<file path="src/rtl/serial_adder_pkg.sv">
// ============================================================================
// serial_adder_pkg : shared types and constants for the bit-serial adder
// Rev 1.0
// ============================================================================
`default_nettype none

package serial_adder_pkg;

   localparam int c_default_width = 4;

   typedef enum logic [1:0] {
      IDLE = 2'd0,
      RUN  = 2'd1,
      DONE = 2'd2
   } state_e;

endpackage

`default_nettype wire

</file>
<file path="src/rtl/full_adder_cell.sv">
// ============================================================================
// full_adder_cell : gate-level 1-bit full adder, shared with the ripple adders
// Rev 1.0
// ============================================================================
`default_nettype none

module full_adder_cell (
   input  logic A,
   input  logic B,
   input  logic Cin,
   output logic C,
   output logic S
);

   assign S = A ^ B ^ Cin;
   assign C = (A & B) | (B & Cin) | (A & Cin);

endmodule

`default_nettype wire

</file>
<file path="src/rtl/serial_adder_4bit.sv">
// ============================================================================
// serial_adder_4bit : bit-serial adder, one sum bit per clock, valid/ready I/O
// Rev 1.0
// ============================================================================
`default_nettype none

module serial_adder_4bit
   import serial_adder_pkg::*;
#(
   parameter int WIDTH = c_default_width
) (
   input  logic             clk,
   input  logic             rst,
   input  logic             in_valid,
   output logic             in_ready,
   input  logic [WIDTH-1:0] A,
   input  logic [WIDTH-1:0] B,
   input  logic             Cin,
   output logic             out_valid,
   input  logic             out_ready,
   output logic [WIDTH-1:0] S,
   output logic             Cout,
   output logic             OV
);

   localparam int                 c_cnt_w   = $clog2(WIDTH);
   localparam logic [c_cnt_w-1:0] c_bit_msm = c_cnt_w'(WIDTH - 2);
   localparam logic [c_cnt_w-1:0] c_bit_msb = c_cnt_w'(WIDTH - 1);

   state_e             state_q, state_d;
   logic [WIDTH-1:0]   opa_q, opa_d;
   logic [WIDTH-1:0]   opb_q, opb_d;
   logic [WIDTH-1:0]   sum_sr_q, sum_sr_d;
   logic [WIDTH-1:0]   s_q, s_d;
   logic [c_cnt_w-1:0] cnt_q, cnt_d;
   logic               carry_q, carry_d;
   logic               cin_msb_q, cin_msb_d;
   logic               cout_q, cout_d;
   logic               ov_q, ov_d;

   logic               fa_s;
   logic               fa_c;

   full_adder_cell u_fa (
      .A   (opa_q[0]),
      .B   (opb_q[0]),
      .Cin (carry_q),
      .C   (fa_c),
      .S   (fa_s)
   );

   always_comb begin
      state_d   = state_q;
      opa_d     = opa_q;
      opb_d     = opb_q;
      sum_sr_d  = sum_sr_q;
      s_d       = s_q;
      cnt_d     = cnt_q;
      carry_d   = carry_q;
      cin_msb_d = cin_msb_q;
      cout_d    = cout_q;
      ov_d      = ov_q;

      case (state_q)
         IDLE: begin
            if (in_valid) begin
               opa_d    = A;
               opb_d    = B;
               carry_d  = Cin;
               cnt_d    = '0;
               sum_sr_d = '0;
               state_d  = RUN;
            end
         end
         RUN: begin
            // New sum bit enters at the MSB so bit 0 lands at position 0 after WIDTH shifts
            sum_sr_d = WIDTH'({fa_s, sum_sr_q} >> 1);
            opa_d    = opa_q >> 1;
            opb_d    = opb_q >> 1;
            carry_d  = fa_c;
            cnt_d    = cnt_q + c_cnt_w'(1);
            if (cnt_q == c_bit_msm) begin
               cin_msb_d = fa_c;
            end
            if (cnt_q == c_bit_msb) begin
               s_d     = sum_sr_d;
               cout_d  = fa_c;
               ov_d    = cin_msb_q ^ fa_c;
               state_d = DONE;
            end
         end
         DONE: begin
            if (out_ready) begin
               state_d = IDLE;
            end
         end
         default: state_d = IDLE;
      endcase
   end

   always_ff @(posedge clk or posedge rst) begin
      if (rst) begin
         state_q   <= IDLE;
         opa_q     <= '0;
         opb_q     <= '0;
         sum_sr_q  <= '0;
         s_q       <= '0;
         cnt_q     <= '0;
         carry_q   <= 1'b0;
         cin_msb_q <= 1'b0;
         cout_q    <= 1'b0;
         ov_q      <= 1'b0;
      end else begin
         state_q   <= state_d;
         opa_q     <= opa_d;
         opb_q     <= opb_d;
         sum_sr_q  <= sum_sr_d;
         s_q       <= s_d;
         cnt_q     <= cnt_d;
         carry_q   <= carry_d;
         cin_msb_q <= cin_msb_d;
         cout_q    <= cout_d;
         ov_q      <= ov_d;
      end
   end

   assign in_ready  = (state_q == IDLE) & ~rst;
   assign out_valid = (state_q == DONE);
   assign S         = s_q;
   assign Cout      = cout_q;
   assign OV        = ov_q;

endmodule

`default_nettype wire

</file>
<file path="config.mk">
export PLATFORM = sky130hd
export DESIGN_NAME = serial_adder_4bit
export DESIGN_NICKNAME = d
export VERILOG_FILES = /design/src/rtl/serial_adder_pkg.sv /design/src/rtl/full_adder_cell.sv /design/src/rtl/serial_adder_4bit.sv
export SDC_FILE = /design/constraint.sdc
export NUM_CORES = 1
export LEC_CHECK = 0
export CORE_AREA = 2 2 48 50
export CTS_CLUSTER_DIAMETER = 200
export CTS_CLUSTER_SIZE = 14
export DETAILED_ROUTE_END_ITERATION = 16
export DIE_AREA = 0 0 50 52
export GPL_ROUTABILITY_DRIVEN = 0
export PLACE_DENSITY = 0.86
export SYNTH_ARGS = -nofsm -noshare
export SYNTH_HDL_FRONTEND = slang
export SYNTH_SLANG_ARGS = --single-unit
</file>
<file path="constraint.sdc">
create_clock -name clk -period 2.4 [get_ports clk]
set_input_delay 0.48 -clock clk [delete_from_list [all_inputs] [get_ports clk]]
set_output_delay 0.48 -clock clk [all_outputs]
set_load 0.02 [all_outputs]
</file>
==> impl_metrics.ini, run 1 <==
[layout]
num-nets-final = 131
final_area_um2 = 1310
final_cells = 142
area_growth_pct = 23.7
drive_gt1_share_pct = 13.2
post-route-util_pct = 62.0
n_fill_cell = 172
n_antenna_cell = 0

[setup_path]
cp_cell_sequence = inv_1, nor2_1, clkdlybuf4s50_1
worstPathArrival_ns = 1.77
startpoint_type = flop
critPathMaxFanout = 12
worst_path_max_delay_cell = clkdlybuf4s50_1
required_ns = 1.92
critPathCaptureType = primary output
crit_type = flop to primary output
slowest_delay_ns = 0.61

[sta]
slew_headroom_pct = 72.7
rsz0062_at_grt = false
setup_slack_ns = 0.154
setup_violations = 0
max_slew.worst_pin.slew_ns = 0.409
hold_violations = 0
fin_crit_ns = 2.25
slew_violations = 0
setup_tns_ns = 0
finalCritPeriodShare_pct = 93.6
fmax_mhz = 445
clock_skew_ns = 0.00505
hold_ws_ns = 0.500

[global_route]
grt_max_degree = 24
antenna_found_initial = 0
track_usage_pct = 17.9
grt_pass1_wl_mm = 3.42
grt_pass1_vias = 765
gr-total-overflow = 0

[cts]
tritoncts = built
cts_setup_buffers = 0
numCtsBuffers = 3
cts_sinks = 23
cts.clk_slew.worst_paths_ns = 0.11
cts.htree.levels = 1
post_cts_resized = 0
ctsHoldBuffers = 0
clkLatencyLatePin_ns = 0.30
clockBufferDepth = 2
cts-root-buf = clkbuf_4

[pwr]
power_leakage_nw = 0.572
finalPower_mw = 1.69
p_per_area_nw_per_um2 = 1290
peakVddDrop_mv = 0.693

[yosys]
ys_seq_area_share_pct = 54.6
syn_area_per_cell_um2 = 11.5
ys.flop_type = dfrtp_1
ys_top_cells_by_area = dfrtp_1 55%, o22ai_1 4.7%, mux2_2 4.3%
ys.warnings.count = 0
yosys-top-cells-count = 23 x dfrtp_1, 8 x o22ai_1, 7 x a21oi_1, 7 x inv_1, 7 x nand2_1
ys_types = 27
syn-num-nets = 108
synth_edf_count = 0
synth_top_area_share_pct = 54.6
synthCells = 92
yosysMostFrequentCell = dfrtp_1
synth_area_um2 = 1050
yosys.area.top_type = dfrtp_1
async_flop_share_pct = 100
synth.ff_latch_count = 23

[floorplan]
dieWidth_um = 50
dieHeight_um = 52
ios = 21
rows = 17
die_area_um2 = 2600
start_util_pct = 50.1
coreArea_um2 = 2110

[drt]
drtAntennaViolNets = 0
drc = 0
wl_mm = 1.91
vias = 767
route.top_layer_used = met4
dr.pass1.iters = 4
viasPerCell = 5.40
drt_iter0_drc = 4
wl_met2_um = 946
wl_met3_um = 72
post_drt_wl_per_cell_um = 13.5
m1WireLength_um = 861

[job]
maxCapViolCount = 0

[placed_design]
io_buffers = 20
dp_hpwl_mm = 1.46
dp_cells = 138
placed_cell_area_um2 = 1280
dp_slack_ns = 0.232

[run_status]
outcome = finished clean

[min_path]
min_path_type = flop to flop
state kept, by name (all words and copies together) (netlist names):
signal and count:
Cout 1, state_q 2, carry_q 1, OV 1, opa_q 4, cin_msb_q 1
opb_q 4, S 4, sum_sr_q 3, cnt_q 2
layout by cell type (no fill, tap or decap), drive strengths merged, types with 2 or more instances in the layout:
master / netlist / layout
buf: 4 / 2
clkdlybuf4s50: 0 / 20
nand2: 7 / 7
dfrtp: 23 / 23
o31ai: 2 / 2
o22a: 2 / 2
a22o: 3 / 3
nand2b: 2 / 2
a21oi: 8 / 8
o22ai: 8 / 8
nor2: 3 / 3
mux2: 5 / 5
nor3b: 2 / 2
inv: 7 / 7
ha: 2 / 2
clkbuf: 0 / 4
o21ai: 7 / 7
power breakdown:
group | switching, mW | leakage (nW) | internal [mW] | total [mW]
clock network | 0.109 | 0.0150 | 0.0648 | 0.174
logic | 0.389 | 0.276 | 0.403 | 0.792
registers | 0.155 | 0.281 | 0.569 | 0.724
routing by layer:
layer | vias to the layer above | track usage, %
li1 | 370 | -
met1 | 370 | 21.6
met2 | 23 | 31.4
met3 | 4 | 3.45
met4 | 0 | 6.94
met5 | - | 0
path summary, 6_finish.rpt:
path | startpoint | endpoint | slack [ns] | cells past startpoint
max | state_q[1] | out_valid | 0.15 | 3
max in group asynchronous | rst | S[1] | 1.63 | 3
min | opb_q[3] | opb_q[3] | 0.50 | 2
min in group asynchronous | rst | opa_q[2] | 0.54 | 3
max reg2reg | state_q[0] | opb_q[1] | 0.87 | 4
min reg2reg | opb_q[3] | opb_q[3] | 0.50 | 2
critical path, delay by kind of cell, from the launching register on:
family	cells	cell delay, ns
DFF	1	0.55
and+or+nand+nor	1	0.12
buffers and inverters	2	0.79
kinds of logic after synthesis:
kind of cell | after synthesis | share of synthesized area [%]
mux | 5 | 5.34
fa+ha+maj | 3 | 4.27
buf+inv | 11 | 4.98
simple gates | 18 | 10.8
flops | 23 | 54.6
xor+xnor | 1 | 0.831
compound gates | 31 | 19.2
area by class of cell:
class | count | area [µm²] | share of cell area [%]
repair buffers | 22 | 215 | 16.5
clock buffers | 4 | 26.3 | 2.01
flip-flops and latches | 23 | 576 | 44.1
inverters | 7 | 26.3 | 2.01
well taps | 28 | 35.0 | 2.68
multi-input cells | 58 | 427 | 32.7
(Power assumes the default switching activity.)
==> run 2, diff against run 1 <==
--- a/config.mk
+++ b/config.mk
@@ -5,6 +5,7 @@
 export SDC_FILE = /design/constraint.sdc
 export NUM_CORES = 1
 export LEC_CHECK = 0
+export CAP_MARGIN = 25
 export CORE_AREA = 2 2 48 50
 export CTS_CLUSTER_DIAMETER = 200
 export CTS_CLUSTER_SIZE = 14
@@ -12,6 +13,7 @@
 export DIE_AREA = 0 0 50 52
 export GPL_ROUTABILITY_DRIVEN = 0
 export PLACE_DENSITY = 0.86
+export SLEW_MARGIN = 40
 export SYNTH_ARGS = -nofsm -noshare
 export SYNTH_HDL_FRONTEND = slang
 export SYNTH_SLANG_ARGS = --single-unit
==> results of run 2 <==
Same layout as run 1: the final DEF is identical, and so are final timing and power.
==> run 3, diff against run 2 <==
--- a/config.mk
+++ b/config.mk
@@ -7,6 +7,7 @@
 export LEC_CHECK = 0
 export CAP_MARGIN = 25
 export CORE_AREA = 2 2 48 50
+export CTS_BUF_LIST = sky130_fd_sc_hd__clkbuf_8 sky130_fd_sc_hd__clkbuf_16
 export CTS_CLUSTER_DIAMETER = 200
 export CTS_CLUSTER_SIZE = 14
 export DETAILED_ROUTE_END_ITERATION = 16
==> impl_metrics.ini, run 3 (synthesized netlist as in run 1, its figures left out) <==
[sta]
clock_skew_ns = 0.00246
setup_violations = 0
slew_headroom_pct = 72.6
hold_violations = 0
rsz0062_at_grt = false
setup_tns_ns = 0
fmax_mhz = 453
fin_crit_ns = 2.21
hold_ws_ns = 0.490
finalCritPeriodShare_pct = 92.0
slew_violations = 0
max_slew.worst_pin.slew_ns = 0.412

[global_route]
grt_pass1_wl_mm = 3.42
grt_pass1_vias = 770
antenna_found_initial = 0
track_usage_pct = 18.2
grt_max_degree = 24
gr-total-overflow = 0

[floorplan]
rows = 17
dieWidth_um = 50
start_util_pct = 50.1
die_area_um2 = 2600
ios = 21
dieHeight_um = 52
coreArea_um2 = 2110

[layout]
area_growth_pct = 25.5
num-nets-final = 131
n_fill_cell = 170
n_antenna_cell = 0
drive_gt1_share_pct = 13.2
final_common_cell = dfrtp_1
regArea_um2 = 576
multi_input_area_um2 = 427
final_cell_mix = 23 x dfrtp_1, 20 x clkdlybuf4s50_1, 8 x inv_1, 8 x o22ai_1

[setup_path]
r2r_end = opb_q[1]
required_ns = 1.92
startpoint_type = flop
rrSetupSlack_ns = 0.87
worst_path_max_delay_cell = clkdlybuf4s50_1
critPathCaptureType = primary output
crit_start = state_q[1]
reg2reg_depth = 4
crit_type = flop to primary output
rr_startpoint = state_q[0]
slowest_delay_ns = 0.61
cp_cell_sequence = inv_1, nor2_1, clkdlybuf4s50_1
critPathMaxFanout = 12
worstPathArrival_ns = 1.73
crit_path_end = out_valid

[drt]
dr.pass1.iters = 4
drc = 0
drtAntennaViolNets = 0
post_drt_wl_per_cell_um = 13.6
vias = 768
viasPerCell = 5.41
wl_mm = 1.93
drt_iter0_drc = 6

[job]
maxCapViolCount = 0

[pwr]
power_leakage_nw = 0.584
p_comb_share_pct = 45.3
intPower_mw = 1.09
p_per_area_nw_per_um2 = 1320
clkPwrFrac_pct = 13.2
p_seq_share_pct = 41.5
peakVddDrop_mv = 0.765
p_sw_uw = 663
switching_share_pct = 37.8

[min_path]
min_path_type = flop to flop

[placed_design]
dp_hpwl_mm = 1.46
io_buffers = 20

[cts]
tritoncts = built
cts-root-buf = clkbuf_8
numCtsBuffers = 3
ctsHoldBuffers = 0
cts.htree.levels = 1
post_cts_resized = 0
clkLatencyLatePin_ns = 0.26
clockBufferDepth = 2
cts_sinks = 23
cts.clk_slew.worst_paths_ns = 0.08
cts_setup_buffers = 0

[run_status]
outcome = finished clean
[run 3: changes by cell type in the layout (fill, tap and decap cells not counted), sizes merged]
cell,delta
inv,+1
clkbuf,-1
[run 3: how the worst min path moves through the flow]
stage / start / cells past startpoint / slack [ns] / endpoint
after detailed placement: opb_q[3] / 2 / 0.48 / opb_q[3]
after floorplan: opb_q[3] / 2 / 0.45 / opb_q[3]
after global placement: OV / 2 / 0.46 / OV
after global routing: S[2] / 1 / 0.53 / S[2]
after CTS: opb_q[3] / 2 / 0.50 / opb_q[3]
final: OV / 2 / 0.49 / OV
[run 3: critical path: cells and delay by family, from the launching register on]
| family | cells | cell delay [ns] |
|---|---|---|
| DFF | 1 | 0.55 |
| and+or+nand+nor | 1 | 0.12 |
| buffers and inverters | 2 | 0.79 |
[run 3: area by class of cell]
class                      count  share of cell area (%)
tap                           28                    2.65
sequential                    23                    43.5
inverter                       7                    1.98
clock inverter                 1                   0.284
multi-input combinational     58                    32.2
timing repair buffer          22                    16.3
clock buffer                   3                    3.12
[run 3: per-stage QoR]
step                      util (%)  setup WS, ns  area, µm²  power [mW]  std cells
after global placement        60.7         0.278       1280        1.49        138
final                         62.9         0.193       1320        1.75        142
after global routing          62.9        0.0928       1320        1.90        142
after floorplan                  -         0.760       1050        1.29         92
after detailed placement      60.7         0.232       1280        1.54        138
after CTS                     62.9         0.215       1320        1.77        142
[run 3: per-layer routing]
metal	vias up	track usage [%]	routed length [µm]
met5	-	0	0
met4	0	11.1	48
met3	5	2.59	69
met2	25	31.6	959
met1	367	21.4	851
li1	371	-	-
[run 3: power by group through the flow]
stage / sequential, mW / combinational [mW] / clock, mW
4_1_cts: 0.727 / 0.806 / 0.240
3_3_place_gp: 0.722 / 0.766 / 0
3_5_place_dp: 0.735 / 0.803 / 0
5_1_grt: 0.760 / 0.887 / 0.257
6_report: 0.726 / 0.793 / 0.231
2_1_floorplan: 0.728 / 0.558 / 0
